<file path="config.mk">
export PLATFORM = sky130hd
export DESIGN_NAME = unidade_controle
export DESIGN_NICKNAME = d
export VERILOG_FILES = /design/src/rtl/unidade_controle.sv
export SDC_FILE = /design/constraint.sdc
export NUM_CORES = 1
export LEC_CHECK = 0
export CAP_MARGIN = 40
export CELL_PAD_IN_SITES_DETAIL_PLACEMENT = 0
export CELL_PAD_IN_SITES_GLOBAL_PLACEMENT = 1
export CORE_ASPECT_RATIO = 0.9
export CORE_UTILIZATION = 34
export CTS_BUF_LIST = sky130_fd_sc_hd__clkbuf_4 sky130_fd_sc_hd__clkbuf_8
export DETAILED_ROUTE_END_ITERATION = 7
export GPL_TIMING_DRIVEN = 1
export PLACE_DENSITY_LB_ADDON = 0.2
export SLEW_MARGIN = 5
export SYNTH_ARGS = -nofsm -noshare
export SYNTH_HDL_FRONTEND = slang
export SYNTH_SLANG_ARGS = --single-unit
</file>
<file path="constraint.sdc">
create_clock -name clk -period 1.6 [get_ports clk]
set_clock_uncertainty 0.1 [all_clocks]
set_input_delay 0.16 -clock clk [delete_from_list [all_inputs] [get_ports clk]]
set_output_delay 0.16 -clock clk [all_outputs]
set_load 0.01 [all_outputs]
</file>
<file path="src/rtl/unidade_controle.sv">
// Multi-cycle fetch/decode/execute control unit for the 16-bit accumulator datapath.
// Optional indirect addressing (states I0/I1) is enabled by defining CU_INDIRECT_EN.
module unidade_controle #(
  parameter int MEM_WAIT = 1
) (
  input  logic       clk,
  input  logic       reset,
  input  logic [3:0] opcode,
  input  logic       indireto,
  input  logic       N,
  input  logic       Z,
  input  logic       retomar,
  output logic [2:0] sel_ula,
  output logic       carga_rem,
  output logic       sel_rem,
  output logic       mem_read,
  output logic       mem_write,
  output logic       carga_rdm,
  output logic       carga_ri,
  output logic       carga_pc,
  output logic       inc_pc,
  output logic       carga_ac,
  output logic       carga_nz,
  output logic       halted,
  output logic [3:0] estado
);

  localparam int CW = (MEM_WAIT < 1) ? 1 : $clog2(MEM_WAIT + 1);
  localparam logic [CW-1:0] LAST = CW'(MEM_WAIT - 1);

  typedef enum logic [3:0] {
    F0   = 4'd0,
    F1   = 4'd1,
    F2   = 4'd2,
    DEC  = 4'd3,
    A0   = 4'd4,
    A1   = 4'd5,
    U    = 4'd6,
    W    = 4'd7,
    J    = 4'd8,
    HALT = 4'd9
`ifdef CU_INDIRECT_EN
    ,
    I0   = 4'd10,
    I1   = 4'd11
`endif
  } state_t;

  state_t          state_r;
  state_t          nxt_s;
  logic [CW-1:0]   cnt_r;
  logic [CW-1:0]   nxt_cnt_s;
  logic            last_s;
  logic            nlast_s;
  logic            wait_st_s;
  logic            jump_s;

  logic [2:0] sel_ula_s;
  logic       carga_rem_s, sel_rem_s, mem_read_s, mem_write_s, carga_rdm_s;
  logic       carga_ri_s, carga_pc_s, inc_pc_s, carga_ac_s, carga_nz_s, halted_s;

`ifndef CU_INDIRECT_EN
  logic unused_indireto_s;
  assign unused_indireto_s = indireto;
`endif

  function automatic logic [2:0] alu_sel(input logic [3:0] op);
    logic [2:0] s;
    case (op)
      4'h2:    s = 3'b111;
      4'h3:    s = 3'b000;
      4'h4:    s = 3'b001;
      4'h5:    s = 3'b010;
      4'h6:    s = 3'b011;
      4'h7:    s = 3'b100;
      4'hB:    s = 3'b101;
      4'hC:    s = 3'b110;
      default: s = 3'b000;
    endcase
    return s;
  endfunction

  assign last_s  = (cnt_r == LAST);
  assign nlast_s = (nxt_cnt_s == LAST);
  assign jump_s  = (opcode == 4'h8) || ((opcode == 4'h9) && N) || ((opcode == 4'hA) && Z);

  // Next-state selection and wait-counter update.
  always_comb begin
    nxt_s     = state_r;
    wait_st_s = 1'b0;
    case (state_r)
      F0: nxt_s = F1;
      F1: begin
        wait_st_s = 1'b1;
        if (last_s) nxt_s = F2;
        else        nxt_s = F1;
      end
      F2:  nxt_s = DEC;
      DEC: begin
        case (opcode)
          4'h1, 4'h2, 4'h3, 4'h4, 4'h5, 4'h6: begin
`ifdef CU_INDIRECT_EN
            if (indireto) nxt_s = I0;
            else          nxt_s = A0;
`else
            nxt_s = A0;
`endif
          end
          4'h7, 4'hB, 4'hC: nxt_s = U;
          4'h8, 4'h9, 4'hA: begin
`ifdef CU_INDIRECT_EN
            if (indireto) nxt_s = I0;
            else          nxt_s = J;
`else
            nxt_s = J;
`endif
          end
          4'hF:    nxt_s = HALT;
          default: nxt_s = F0;
        endcase
      end
      A0: begin
        if (opcode == 4'h1) nxt_s = W;
        else                nxt_s = A1;
      end
      A1: begin
        wait_st_s = 1'b1;
        if (last_s) nxt_s = U;
        else        nxt_s = A1;
      end
      U: nxt_s = F0;
      W: begin
        wait_st_s = 1'b1;
        if (last_s) nxt_s = F0;
        else        nxt_s = W;
      end
      J: nxt_s = F0;
      HALT: begin
        if (retomar) nxt_s = F0;
        else         nxt_s = HALT;
      end
`ifdef CU_INDIRECT_EN
      I0: nxt_s = I1;
      I1: begin
        wait_st_s = 1'b1;
        if (!last_s)                                           nxt_s = I1;
        else if ((opcode >= 4'h8) && (opcode <= 4'hA))         nxt_s = J;
        else                                                   nxt_s = A0;
      end
`endif
      default: nxt_s = F0;
    endcase

    if ((nxt_s == state_r) && wait_st_s) nxt_cnt_s = cnt_r + CW'(1);
    else                                 nxt_cnt_s = '0;
  end

  // Output decode for the state being entered, so the registered strobes line up with estado.
  always_comb begin
    sel_ula_s   = 3'b000;
    carga_rem_s = 1'b0;
    sel_rem_s   = 1'b0;
    mem_read_s  = 1'b0;
    mem_write_s = 1'b0;
    carga_rdm_s = 1'b0;
    carga_ri_s  = 1'b0;
    carga_pc_s  = 1'b0;
    inc_pc_s    = 1'b0;
    carga_ac_s  = 1'b0;
    carga_nz_s  = 1'b0;
    halted_s    = 1'b0;
    case (nxt_s)
      F0: carga_rem_s = 1'b1;
      F1: begin
        mem_read_s  = 1'b1;
        carga_rdm_s = nlast_s;
        inc_pc_s    = nlast_s;
      end
      F2: carga_ri_s = 1'b1;
      A0: begin
        carga_rem_s = 1'b1;
        sel_rem_s   = 1'b1;
      end
      A1: begin
        mem_read_s  = 1'b1;
        carga_rdm_s = nlast_s;
      end
      U: begin
        sel_ula_s  = alu_sel(opcode);
        carga_ac_s = 1'b1;
        carga_nz_s = 1'b1;
      end
      W:    mem_write_s = 1'b1;
      J:    carga_pc_s  = jump_s;
      HALT: halted_s    = 1'b1;
`ifdef CU_INDIRECT_EN
      I0: begin
        carga_rem_s = 1'b1;
        sel_rem_s   = 1'b1;
      end
      I1: begin
        mem_read_s  = 1'b1;
        carga_rdm_s = nlast_s;
      end
`endif
      default: carga_rem_s = 1'b0;
    endcase
  end

  // State, counter and output registers; the first F0 after reset is silent since REM and PC both reset to 0.
  always_ff @(posedge clk or posedge reset) begin
    if (reset) begin
      state_r   <= F0;
      cnt_r     <= '0;
      sel_ula   <= 3'b000;
      carga_rem <= 1'b0;
      sel_rem   <= 1'b0;
      mem_read  <= 1'b0;
      mem_write <= 1'b0;
      carga_rdm <= 1'b0;
      carga_ri  <= 1'b0;
      carga_pc  <= 1'b0;
      inc_pc    <= 1'b0;
      carga_ac  <= 1'b0;
      carga_nz  <= 1'b0;
      halted    <= 1'b0;
      estado    <= 4'd0;
    end else begin
      state_r   <= nxt_s;
      cnt_r     <= nxt_cnt_s;
      sel_ula   <= sel_ula_s;
      carga_rem <= carga_rem_s;
      sel_rem   <= sel_rem_s;
      mem_read  <= mem_read_s;
      mem_write <= mem_write_s;
      carga_rdm <= carga_rdm_s;
      carga_ri  <= carga_ri_s;
      carga_pc  <= carga_pc_s;
      inc_pc    <= inc_pc_s;
      carga_ac  <= carga_ac_s;
      carga_nz  <= carga_nz_s;
      halted    <= halted_s;
      estado    <= nxt_s;
    end
  end

endmodule
</file>
After elaboration in Yosys (flattened, before gate mapping)
Memory sizes are Yosys's and may differ from the RTL's.
Cells that the tools add are included.
- logic and storage cells: 66
- register bits after elaboration: 18
- bits of input ports: 10
- memory bits (read-only): 112
- memories: 2
- output and inout port bits: 18
- memory list (name ; depth ; width ; read ports ; clocked after memory_dff ; write ports ; line ; source):
    (no name shown) ; 16 ; 4 ; 1 ; 0 ; 0 ; 100 ; case (opcode)
    (no name shown) ; 16 ; 3 ; 1 ; 0 ; 0 ; 69 ; case (op)
- equality and inequality tests: 20
- muxes and demuxes: 19
- reductions and logical operators: 10
- bitwise operators: 1
- add/sub/neg operators: 1
- operator list (kind ; number):
    4-bit case mux with 8 select lines ; 1
    4-bit by 3-bit == test with 1-bit output (second input constant) ; 7
    4-bit == test (second input constant) ; 6
    4-bit by 1-bit == test with 1-bit output (second input constant) ; 3
    4-bit by 2-bit == test with 1-bit output (second input constant) ; 3
    1-bit 2-to-1 mux ; 12
    4-bit logical NOT ; 2
    2-bit 2-to-1 mux ; 3
    3-bit 2-to-1 mux ; 2
    4-bit == test ; 1
    4-bit 2-to-1 mux ; 1
    2-bit OR reduction ; 2
    1-bit logical AND ; 3
    3-bit OR reduction ; 1
    1-bit logical OR ; 2
    1-bit adder (second input constant) ; 1
    1-bit NOT ; 1

Logic depth before layout (Yosys ltp)
Gate-level depths: netlist of run 1.
- word-level depth: 8
- depth in mapped cells: 7
- gate-level depth less buffers: 7

Worst setup path before layout of run 1
No wires, ideal clock.
- path kind: register to register
- start: reg state_r[3]
- end: reg carga_pc
- cell stages (with the launch flop): 5
- arrival time: 1.420 ns
- buffers on the path: 0
- path slack: -0.014 ns
- setup time: 0.094 ns
- period minus slack after synthesis: 1.614 ns
- required time: 1.406 ns
- path through: dfrtp_1 nand2b_1 a2111o_1 a21oi_4 nor4b_4
- word-level cells in the longest chain between the ends: 4
- elaborated cells between the ends (all ways): 11
- classes of those cells: 8 x eq/ne; 2 x mux; 1 x reduce/logical
- ends and longest elaborated chain (what ; line ; source):
    start, declared ; 49 ; state_t state_r;
    start signal, assigned ; 229 ; state_r <= nxt_s;
    4-bit == test, or another cell as far along ; 91 ; case (state_r)
    4-bit case mux with 8 select lines (*) ; 91 ;
    named net nxt_s[3] ; 50 ; state_t nxt_s;
    4-bit == test (*) ; 172 ; case (nxt_s)
    1-bit 2-to-1 mux (*) ; 172 ;
    named net carga_pc_s ; 60 ; logic carga_ri_s, carga_pc_s, inc_pc_s, carga_ac_s, carga_nz_s, halted_s;
    end signal, assigned ; 238 ; carga_pc <= carga_pc_s;
    end, declared ; 20 ; output logic carga_pc,
Mark *: on every way through the listed nets, which the timed path passes. The rest lies on a longest branch.

Worst setup path in the final report of run 1
Same ends and word-level chain as after synthesis.

==> results.cfg, run 1 <==
[final_layout]
nets = 156
antenna_cells = 0
layout.cells.most_common = buf_4
fill_cells = 254
layout_common_cells = buf_4 (23), clkdlybuf4s50_1 (18), dfrtp_1 (15)
syn_to_final_growth_pct = 66.5
final_layout_size_suffix_gt1_share_pct = 44.3
fin_area_um2 = 1690

[clock_tree]
cts-root-buf = clkbuf_4
cts.sinks = 18
ctsLongestPathBuffers = 2
cts_tree = done
clk_pin_slew_worst_paths_ns = 0.10
clk_latency_ns = 0.29
numCtsBuffers = 3
htree_num_levels = 1

[critical_path]
cp_num_buf_inv = 0
r2r-start = state_r[3]
crit_arrival_ns = 1.77
crit_type = register to register
path_delay_family = compound AO/OA/AOI/OAI gates
crit_chain = nand2b_4, a2111o_1, a21oi_4, nor4b_4
critical_path.slowest_cell = dfrtp_2
crit_path_max_incr_delay_ns = 0.45
critical_path.max_fanout = 5
worstPathRequired_ns = 1.71
crit_start = state_r[3]
crit_path_end_kind = register
start_kind = register

[global_route]
grt_max_degree = 19
antenna_found_initial = 0
track_usage_pct = 17.4
grt-ovfl-total = 0
grt_pass1_vias = 876
grt_first_pass_wirelength_um = 4060

[sta]
timing.final.crit_share_pct = 104
drv_slew = 0
rsz0062_at_grt = true
max_freq_mhz = 603
setup_viol = 8
finalWorstSetupSlack_ns = -0.0586
hold_viol_final = 0
fin_crit_ns = 1.66

[die]
rows = 18
start_util_pct = 36.4
die_x_um = 59.6
io_pins = 28
dieArea_um2 = 3210
core_um2 = 2790
fp.dieH_um = 53.9

[power_and_ir_drop]
power.switching_mw = 0.982
total_power_mw = 2.49
power_frac_comb_pct = 61.0
power.internal_mw = 1.51
leakagePower_nw = 0.736
pwr_density_cell_nw_per_um2 = 1470
p_sw_share_pct = 39.4
seq_power_share_pct = 27.6
clkPwrFrac_pct = 11.4
peakVddDrop_mv = 1.08

[logic_synthesis]
async_reset_ff_share_pct = 100
synth_top_cell_area_share_pct = 44.3
synth_top_area_cell = dfrtp_1
yosys-top-cells-area = dfrtp_1 (44%), ha_1 (6.2%), nor4b_2 (3.0%), nor3_1 (2.5%), nor4_1 (2.5%)
ys_warn_count = 0
ys_ff_latch = 18
netlist_area_um2 = 1020
synthCells = 86
synth.distinct_cells = 41
avgSynthCellArea_um2 = 11.8
synth-seq-area-share_pct = 44.3
synthFlopType = dfrtp_1
synth-edff-count = 0
synth_nets = 101

[status]
status = complete, but fails checks
failed_checks = negative setup slack

[detailed_routing]
dr_total_vias = 854
routed_via_density = 4.74
first_pass_iters = 4
postRouteWirelength_um = 2430
route.detailed.drc = 0
wl_per_cell_um = 13.5
drt-initial-drc-count = 16
drtAntennaViolNets = 0

[placement]
dpl-instance-area_um2 = 1490
gp_congestion = 0.786
io_buffers = 26
dp_hpwl_um = 1750

[job]
max_cap_viol_count = 0

[worst_hold_path]
hold_class = input port to asynchronous set/reset pin
[logic make-up (layout without fill, tap and decap cells)]
kind of cell	count (synthesis)	after routing	synth area share [%]
other	1	1	0.369
buffers and inverters	12	66	6.90
and+or+nand+nor	30	30	21.9
xor gates and xnor gates	1	1	1.60
DFF	18	18	44.3
muxes	2	2	2.09
adders and majority gates	5	5	6.16
AOI/OAI and AO/OA	17	17	16.6
[Yosys cell counts, types with 2 or more instances]
master     n
a31oi_1    3
nand2_1    2
nand2b_1   2
nor2_1     2
nor3_1     5
nor4b_2    2
buf_6      2
dfrtp_1   18
nand3b_1   2
inv_1      4
nor4_1     4
buf_4      2
inv_2      3
o21a_2     2
ha_1       5
nor2b_1    3
[routing by layer]
| metal | up-vias | global-route usage [%] | part of all wire [%] |
|---|---|---|---|
| met1 | 409 | 23.6 | 49 |
| met5 | - | 0 | 0 |
| li1 | 420 | - | - |
| met2 | 25 | 28.1 | 46 |
| met3 | 0 | 5.29 | 5.2 |
| met4 | 0 | 2.33 | 0 |
[sequential cells by signal, indices dropped and copies added, names as in the netlist]
name	cells
state_r	4
sel_ula	3
carga_nz	1
carga_pc	1
carga_rdm	1
carga_rem	1
carga_ri	1
cnt_r	1
halted	1
inc_pc	1
mem_read	1
mem_write	1
sel_rem	1
[worst paths after layout]
kind | endpoint | slack [ns] | cells after the start
max | carga_pc | -0.06 | 4
min | carga_rdm | 0.07 | 3
max reg2reg | carga_pc | -0.06 | 4
min reg2reg | carga_ri | 0.37 | 1
max in group asynchronous | state_r[3] | 1.11 | 3
min in group clk | carga_ri | 0.37 | 1
[cell type report]
cell class	instances	area, um^2	area share (%)
clock buffers	4	36.3	2.14
inverters	8	37.5	2.22
multi-input cells	56	618	36.5
flip-flops and latches	18	454	26.8
well taps	40	50.0	2.96
repair buffers	54	495	29.3
[tightest hold or removal path, cell delays in order]
cell and delay, ns:
clkdlybuf4s50_1 0.40, inv_1 0.05, buf_4 0.25
[per-stage QoR]
stage	util, %	setup WS (ns)	TNS, ns	instances	hold slack [ns]
after floorplan	-	0.0110	0	86	-0.00150
after global placement	53.4	-0.476	-6.23	173	0.356
after detailed placement	53.4	-0.521	-6.64	173	0.362
after CTS	57.3	-0.0381	-0.0822	179	0.0737
after global routing	60.6	-0.114	-0.859	180	0.0861
final	60.6	-0.0586	-0.261	180	0.0728
[power groups by stage]
stage	logic, mW	registers, mW	clock network [mW]
2_1_floorplan	0.592	0.713	0
3_3_place_gp	1.23	0.674	0
3_5_place_dp	1.24	0.675	0
4_1_cts	1.37	0.679	0.289
5_1_grt	1.64	0.701	0.308
6_report	1.52	0.688	0.283
[timing repair]
item | CTS | global route
pin swaps | 6 | 4
gates resized for setup | 18 | 18
hold buffers | 0 | 0
endpoints found under the setup margin | 17 | 12
setup buffers | 2 | 1
Note: power is estimated with default switching activity, not from simulation.
==> run 2, diff against run 1 <==
--- a/config.mk
+++ b/config.mk
@@ -8,8 +8,7 @@
 export CAP_MARGIN = 40
 export CELL_PAD_IN_SITES_DETAIL_PLACEMENT = 0
 export CELL_PAD_IN_SITES_GLOBAL_PLACEMENT = 1
-export CORE_ASPECT_RATIO = 0.9
-export CORE_UTILIZATION = 34
+export CORE_UTILIZATION = 41
 export CTS_BUF_LIST = sky130_fd_sc_hd__clkbuf_4 sky130_fd_sc_hd__clkbuf_8
 export DETAILED_ROUTE_END_ITERATION = 7
 export GPL_TIMING_DRIVEN = 1
==> constraint.sdc (replaced) <==
create_clock -name clk -period 2.01 [get_ports clk]
set_clock_uncertainty 0.1 [all_clocks]
set_input_delay 0.201 -clock clk [delete_from_list [all_inputs] [get_ports clk]]
set_output_delay 0.201 -clock clk [all_outputs]
set_load 0.01 [all_outputs]
==> run 2 against run 1 <==
The run now ends clean. Via count decreased by 8.0%. Combinational power decreased by 43%. Cell area decreased by 17%. Die area decreased by 17%. Power decreased by 35%. Final cell count decreased by 17%. Sequential cell count unchanged. Setup slack improved by 0.24 ns. Non-clock buffer count decreased by 18. Critical path type is now input port to register.
==> results.cfg, run 2 (synthesis gave the netlist of run 1 again) <==
[critical_path]
critical_path.max_fanout = 4
critical_path.slowest_cell = clkdlybuf4s50_1
crit_path_max_incr_delay_ns = 0.53
worstPathRequired_ns = 2.10
path_delay_family = buffers and inverters
crit_chain = clkdlybuf4s50_1, inv_1, ha_1, or2_0, a31oi_1, o221ai_2, nor4_1
crit_type = input port to register
crit_path_end_kind = register
crit_arrival_ns = 1.92
cp_num_buf_inv = 2
start_kind = input port

[die]
start_util_pct = 44.6
dieArea_um2 = 2680
fp.dieH_um = 51.8
rows = 17
io_pins = 28
die_x_um = 51.8
core_um2 = 2280

[final_layout]
fin_area_um2 = 1400
top_regs = state_r (4), sel_ula (3)
stdcell_count = 150
largest-register = state_r
nets = 138
layout.cells.most_common = clkdlybuf4s50_1
antenna_cells = 0
final_layout_size_suffix_gt1_share_pct = 25.4
syn_to_final_growth_pct = 37.6
fill_cells = 194
largest_reg_flops = 4
layout_common_cells = clkdlybuf4s50_1 (26), dfrtp_1 (18), buf_4 (9)

[global_route]
grt_pass1_vias = 817
grt-ovfl-total = 0
grt_first_pass_wirelength_um = 3680
grt_max_degree = 19
track_usage_pct = 19.0
antenna_found_initial = 0

[sta]
hold_viol_final = 0
fin_crit_ns = 1.83
drv_slew = 0
rsz0062_at_grt = false
setup_viol = 0
max_freq_mhz = 547
timing.final.crit_share_pct = 91.0
worst_pin_slew_ns = 0.680
slew-limit-headroom_pct = 54.6

[placement]
dp_cells = 146
gp_congestion = 0.773
io_buffers = 26
dp_hpwl_um = 1560
dpl-instance-area_um2 = 1360

[clock_tree]
post_cts_buffers = 0
cts_tree = done
cts.sinks = 18
post_cts_resized = 0
ctsHoldBuffers = 0
clk_pin_slew_worst_paths_ns = 0.10
numCtsBuffers = 3
ctsLongestPathBuffers = 2
clk_latency_ns = 0.29
cts-root-buf = clkbuf_4
htree_num_levels = 1

[detailed_routing]
first_pass_iters = 4
drt-initial-drc-count = 17
postRouteWirelength_um = 2020
drtAntennaViolNets = 0
routed_via_density = 5.24
dr_total_vias = 786
route.detailed.drc = 0
wl_per_cell_um = 13.5

[power_and_ir_drop]
leakagePower_nw = 0.592
pwr_density_cell_nw_per_um2 = 1170
peakVddDrop_mv = 0.869

[job]
max_cap_viol_count = 0

[worst_hold_path]
hold_class = input port to asynchronous set/reset pin

[status]
status = completed
-- run 2: path summary, 6_finish.rpt --
kind | slack, ns | startpoint | cells past startpoint | endpoint
max in group asynchronous | 1.18 | reset | 2 | sel_ula[2]
min | 0.20 | reset | 2 | carga_rdm
min reg2reg | 0.39 | cnt_r | 1 | carga_ri
max reg2reg | 0.27 | state_r[0] | 5 | sel_ula[2]
min in group clk | 0.39 | cnt_r | 1 | carga_ri
max | 0.18 | opcode[0] | 7 | sel_ula[2]
-- run 2: stage by stage --
| step | hold WS (ns) | util (%) | setup WS [ns] | setup TNS, ns | power (mW) |
|---|---|---|---|---|---|
| CTS | 0.215 | 61.4 | 0.171 | 0 | 1.65 |
| global placement | 0.359 | 59.8 | -0.122 | -0.983 | 1.42 |
| global route | 0.270 | 61.4 | 0.00839 | 0 | 1.74 |
| floorplan | 0.0396 | - | 0.396 | 0 | 1.04 |
| detailed placement | 0.394 | 59.8 | -0.137 | -1.09 | 1.43 |
| finish | 0.202 | 61.4 | 0.181 | 0 | 1.63 |
-- run 2: per-layer routing --
| metal | part of all wire, % | GRT usage, % | vias to the layer above |
|---|---|---|---|
| met3 | 5.0 | 5.56 | 4 |
| met4 | 0.84 | 5.41 | 0 |
| met1 | 47 | 23.7 | 373 |
| met5 | 0 | 0 | - |
| li1 | - | - | 386 |
| met2 | 47 | 31.6 | 23 |
-- run 2: cell type report --
cell class              count  area (um^2)  area share, %
repair buffers             36          348           24.9
clock buffers               4         36.3           2.60
well taps                  28         35.0           2.51
inverters                   8         32.5           2.33
multi-input cells          56          495           35.5
flip-flops and latches     18          450           32.2
-- run 2: where the power goes --
group / switching, mW / leakage (nW) / internal, mW
Sequential: 0.0818 / 0.238 / 0.459
Clock: 0.111 / 0.0210 / 0.110
Combinational: 0.422 / 0.334 / 0.446
==> run 3, diff against run 2 <==
--- a/config.mk
+++ b/config.mk
@@ -13,6 +13,7 @@
 export DETAILED_ROUTE_END_ITERATION = 7
 export GPL_TIMING_DRIVEN = 1
 export PLACE_DENSITY_LB_ADDON = 0.2
+export RECOVER_POWER = 100
 export SLEW_MARGIN = 5
 export SYNTH_ARGS = -nofsm -noshare
 export SYNTH_HDL_FRONTEND = slang
==> run 3 against run 2 <==
Utilization fell by 0.33 points. Sequential cell count did not move. Setup slack worse by 0.035 ns. Register-to-register slack is essentially flat. Via count fell by 0.64%. Hold slack better by 0.14 ns. Sequential power decreased by 0.9%. Sequential share of layout area rose by 0.17 points. Largest power group unchanged. Highest routed layer unchanged.
==> results.cfg, run 3 (synthesis gave the netlist of run 1 again) <==
[sta]
max_freq_mhz = 537
drv_slew = 0
fin_crit_ns = 1.86
tns_ns = 0
hold_viol_final = 0
slew-limit-headroom_pct = 54.6
setup_viol = 0
timing.final.crit_share_pct = 92.7
rsz0062_at_grt = false
worst_pin_slew_ns = 0.681

[clock_tree]
htree_num_levels = 1
post_cts_buffers = 0
cts.sinks = 18
cts_tree = done
cts-root-buf = clkbuf_4
ctsHoldBuffers = 0
ctsLongestPathBuffers = 2
clk_latency_ns = 0.29
numCtsBuffers = 3
post_cts_resized = 0
clk_pin_slew_worst_paths_ns = 0.10

[global_route]
grt-ovfl-total = 0
grt_pass1_vias = 817
antenna_found_initial = 0
grt_max_degree = 19
grt_first_pass_wirelength_um = 3680
track_usage_pct = 19.0

[final_layout]
fill_cells = 198
syn_to_final_growth_pct = 36.8
stdcell_count = 150
largest_reg_flops = 4
nets = 138
layout_common_cells = dlygate4sd3_1 (19), dfrtp_1 (18), clkdlybuf4s50_1 (7), buf_4 (7), inv_1 (6)
largest-register = state_r
top_regs = state_r (4), sel_ula (3)
layout.cells.most_common = dlygate4sd3_1
final_layout_size_suffix_gt1_share_pct = 22.1
antenna_cells = 0

[die]
die_x_um = 51.8
rows = 17
core_um2 = 2280
fp.dieH_um = 51.8
start_util_pct = 44.6
dieArea_um2 = 2680
io_pins = 28

[placement]
gp_congestion = 0.773
dp_cells = 146
io_buffers = 26
dp_hpwl_um = 1560

[critical_path]
crit_type = input port to register
crit_arrival_ns = 1.94
start_kind = input port
worstPathRequired_ns = 2.08
cp_num_buf_inv = 2
crit_path_end_kind = register
critical_path.slowest_cell = clkdlybuf4s50_1
critical_path.max_fanout = 8
crit_path_max_incr_delay_ns = 0.53
path_delay_family = buffers and inverters
crit_chain = clkdlybuf4s50_1, ha_1, nand3_1, a221o_1, o21a_2, inv_1, nor4_1

[power_and_ir_drop]
clkPwrFrac_pct = 14.1
pwr_density_cell_nw_per_um2 = 1130
power.internal_mw = 0.965
power_frac_comb_pct = 51.8
power.switching_mw = 0.609
peakVddDrop_mv = 0.842
seq_power_share_pct = 34.0
p_sw_share_pct = 38.7
leakagePower_nw = 0.633

[detailed_routing]
first_pass_iters = 4
routed_via_density = 5.21
postRouteWirelength_um = 2020
drt-initial-drc-count = 16
wl_per_cell_um = 13.5
dr_total_vias = 781
drtAntennaViolNets = 0
route.detailed.drc = 0

[status]
status = completed

[job]
max_cap_viol_count = 0

[worst_hold_path]
hold_class = input port to asynchronous set/reset pin
==> run 3: cell types whose count changed in the layout (fill, tap and decap cells not counted), sizes merged <==
cell | before | now
buf | 10 | 8
clkbuf | 4 | 6
clkdlybuf4s50 | 26 | 7
dlygate4sd3 | 0 | 19
==> run 3: final timing paths <==
check                                 from         end  slack [ns]  depth (start not counted)
worst max-delay path             opcode[0]  sel_ula[2]        0.15                          7
worst min-delay path                 reset   carga_rdm        0.34                          2
worst max register to register  state_r[0]  sel_ula[2]        0.27                          5
worst min register to register       cnt_r    carga_ri        0.39                          1
max in group asynchronous            reset  sel_ula[2]        1.04                          2
min in group clk                     cnt_r    carga_ri        0.39                          1
==> run 3: power by group through the flow <==
stage | clock [mW] | sequential (mW) | combinational [mW]
after CTS | 0.233 | 0.543 | 0.879
after detailed placement | 0 | 0.550 | 0.876
final | 0.223 | 0.535 | 0.816
after global placement | 0 | 0.550 | 0.869
after floorplan | 0 | 0.567 | 0.471
after global routing | 0.242 | 0.554 | 0.884
==> run 3: layout make-up <==
cell class	instances	area (um^2)	area share, %
flip-flops and latches	18	450	32.4
repair buffers	36	340	24.5
clock buffers	4	36.3	2.61
multi-input cells	56	495	35.6
well taps	28	35.0	2.52
inverters	8	32.5	2.34
==> run 3: worst reg2reg max path, delay by kind of cell (launching register included) <==
kind                   cells  cell delay [ns]
DFF                        1             0.46
and+or+nand+nor            2             0.60
buffers and inverters      1             0.15
AOI/OAI and AO/OA          2             0.32
==> run 3: through the flow <==
| stage | power [mW] | instance area [um^2] | setup slack, ns | utilization [%] | hold slack [ns] |
|---|---|---|---|---|---|
| 5_1_grt | 1.68 | 1390 | 0.00839 | 61.1 | 0.404 |
| 6_report | 1.57 | 1390 | 0.146 | 61.1 | 0.339 |
| 2_1_floorplan | 1.04 | 1020 | 0.396 | - | 0.0396 |
| 3_5_place_dp | 1.43 | 1360 | -0.137 | 59.8 | 0.394 |
| 3_3_place_gp | 1.42 | 1360 | -0.122 | 59.8 | 0.359 |
| 4_1_cts | 1.65 | 1400 | 0.171 | 61.4 | 0.215 |
==> run 3: per-layer routing <==
metal | part of all wire, % | global-route usage (%) | vias up
li1 | - | - | 385
met1 | 48 | 23.7 | 369
met2 | 46 | 31.6 | 23
met3 | 4.9 | 5.56 | 4
met4 | 0.84 | 5.41 | 0
met5 | 0 | 0 | -
==> edit (settings of run 3) <==
Reset style: synchronous (`reset`), changed in one clocked block.
--- a/src/rtl/unidade_controle.sv
+++ b/src/rtl/unidade_controle.sv
@@ -209,5 +209,5 @@
 
   // State, counter and output registers; the first F0 after reset is silent since REM and PC both reset to 0.
-  always_ff @(posedge clk or posedge reset) begin
+  always_ff @(posedge clk) begin
     if (reset) begin
       state_r   <= F0;
Function: differs if reset is asserted again (counterexample within 4 cycles, from zero or initial values and one cycle with reset high); with reset held inactive, the same outputs for 10 cycles.
==> edit against run 3 <==
  * Final cell count up 11%
  * Routed wire length increased by 1.7%
  * Highest routed layer unchanged
  * Sequential cell count is the same
  * Cell area decreased by 1.6%
  * Count of clock-buffer cells in the layout unchanged
  * Critical endpoint is now inc_pc$_SDFF_PP0_
  * Worst setup slack got worse by 0.071 ns
  * Synthesized area decreased by 10%
  * Utilization increased by 6.6 points
  * Maximum frequency fell by 3.7%
Power is not compared: it rests on default switching activity, and its combinational part moved more than twofold at a synthesized area within 25%.
==> edit: results (changes against run 3) <==
status finished clean; syn_nets 112 (+11%); PortBufs 26 (unchanged); Post-synth top cells 18 x dfxtp_1, 9 x nor2_1, 5 x ha_1, 5 x nor4_1; All-Layer GR Usage 19.7% (+0.76 points); sequential-to-total area share from yosys stat 39.4% (-4.9 points); ys async rst share 0% (-100 points); fillers 180 (-9.1%); maximum buffer depth of the clock tree 2 (unchanged); Routed WL per cell 12.4 um (-8.1%); Netlist cell types 38 (-7.3%); Global Route met1 Usage 23.3% (-0.35 points); Crit. End Element flop; Worst Hold Class input port to flop; share of layout cells above drive strength 1 25.9% (+3.8 points); GP Congestion 0.793 (+2.6%); Power Total slightly below 800 uW; Skew-Pair Late Insertion Delay 0.29 ns (about the same); largest net degree at the start of global routing 13 (-6); M2 GR Usage 34.7% (+3.1 points); met1 wire length 949 um (-1.8%); mux contribution to synthesized area 4.65% (+2.6 points); R2R setup slack 0.21 ns (-0.06 ns); WP data arrival 2.06 ns (+0.12 ns); Hold Path Origin reset; largest cells by area after synthesis dfxtp_1 39%, ha_1 6.8%, nor2_1 3.7%; worst hold endpoint state_r[0]$_SDFF_PP0_; fraction of the mapped netlist area in adder cells 6.84% (+0.68 points); crit-path max cell delay 0.50 ns (-0.03 ns); CP top delay family buffers and inverters; DR WL met2 1.02 mm (+8.9%); detailed-route vias per instance 5.17 (-0.73%); synthesized area per cell 9.43 um2 (-20%); Final Non-Filler Cells 166 (+11%); total setup buffers inserted after CTS 0 (unchanged); Critical Path Slowest Stage Cell clkdlybuf4s50_1; worst setup path startpoint opcode[1]; Clk pin slew, worst setup/hold paths roughly 0.11 ns; placed insts 162 (+11%); met3 usage 2.80% (-2.8 points); first-pass GRT wire length 3.67 mm (-0.38%); Peak VDD IR 0.385 mV; Reg-to-Reg Start state_r[3]$_SDFF_PP0_; complex-gate fraction of the synthesized area 8.34% (-8.3 points); post-synthesis xor/xnor area fraction 0% (-1.6 points); Hold Crit Depth 2; worst r2r dst inc_pc$_SDFF_PP0_; Num CTS Buffers 3 (unchanged); vias in the first global route 836 (+2.3%); Starting DRT DRC Count 11 (-5); R2R cell count 5 (unchanged); met3 wire length 63 um (-36%); DP Area 1300 um2 (-4.3%); crit-path max FO 7 (-1); dpl hpwl 1.63 mm (+4.2%); # resized after CTS 0 (unchanged)
[edit: cell types whose count changed after synthesis, sizes merged, moves of 4 or more]
cell and change:
dfrtp -18, o21ai +4, nor2 +7, dfxtp +18, inv -4
[edit: final cells by class]
type / instances / area, um2 / share of cell area (%)
Timing Repair Buffer: 43 / 384 / 28.1
Sequential cell: 18 / 362 / 26.4
Tap cell: 27 / 33.8 / 2.47
Clock buffer: 4 / 36.3 / 2.65
Multi-Input combinational cell: 70 / 537 / 39.2
Inverter: 4 / 15.0 / 1.10
[edit: per-stage QoR]
step                      setup TNS, ns  hold WS, ns  setup slack, ns
after global placement            -1.94        0.627           -0.192
final                                 0        0.438           0.0751
after global routing            -0.0332        0.444          -0.0196
after detailed placement          -2.50        0.632           -0.238
after CTS                             0        0.439           0.0604
after floorplan                       0        0.173            0.252
[edit: cells by family (layout without fill, tap and decap cells)]
family,Yosys count,after routing
simple gates,48,48
flops,18,18
compound gates,12,12
buf+inv,9,51
fa+ha+maj,5,5
mux,4,4
other cells,1,1
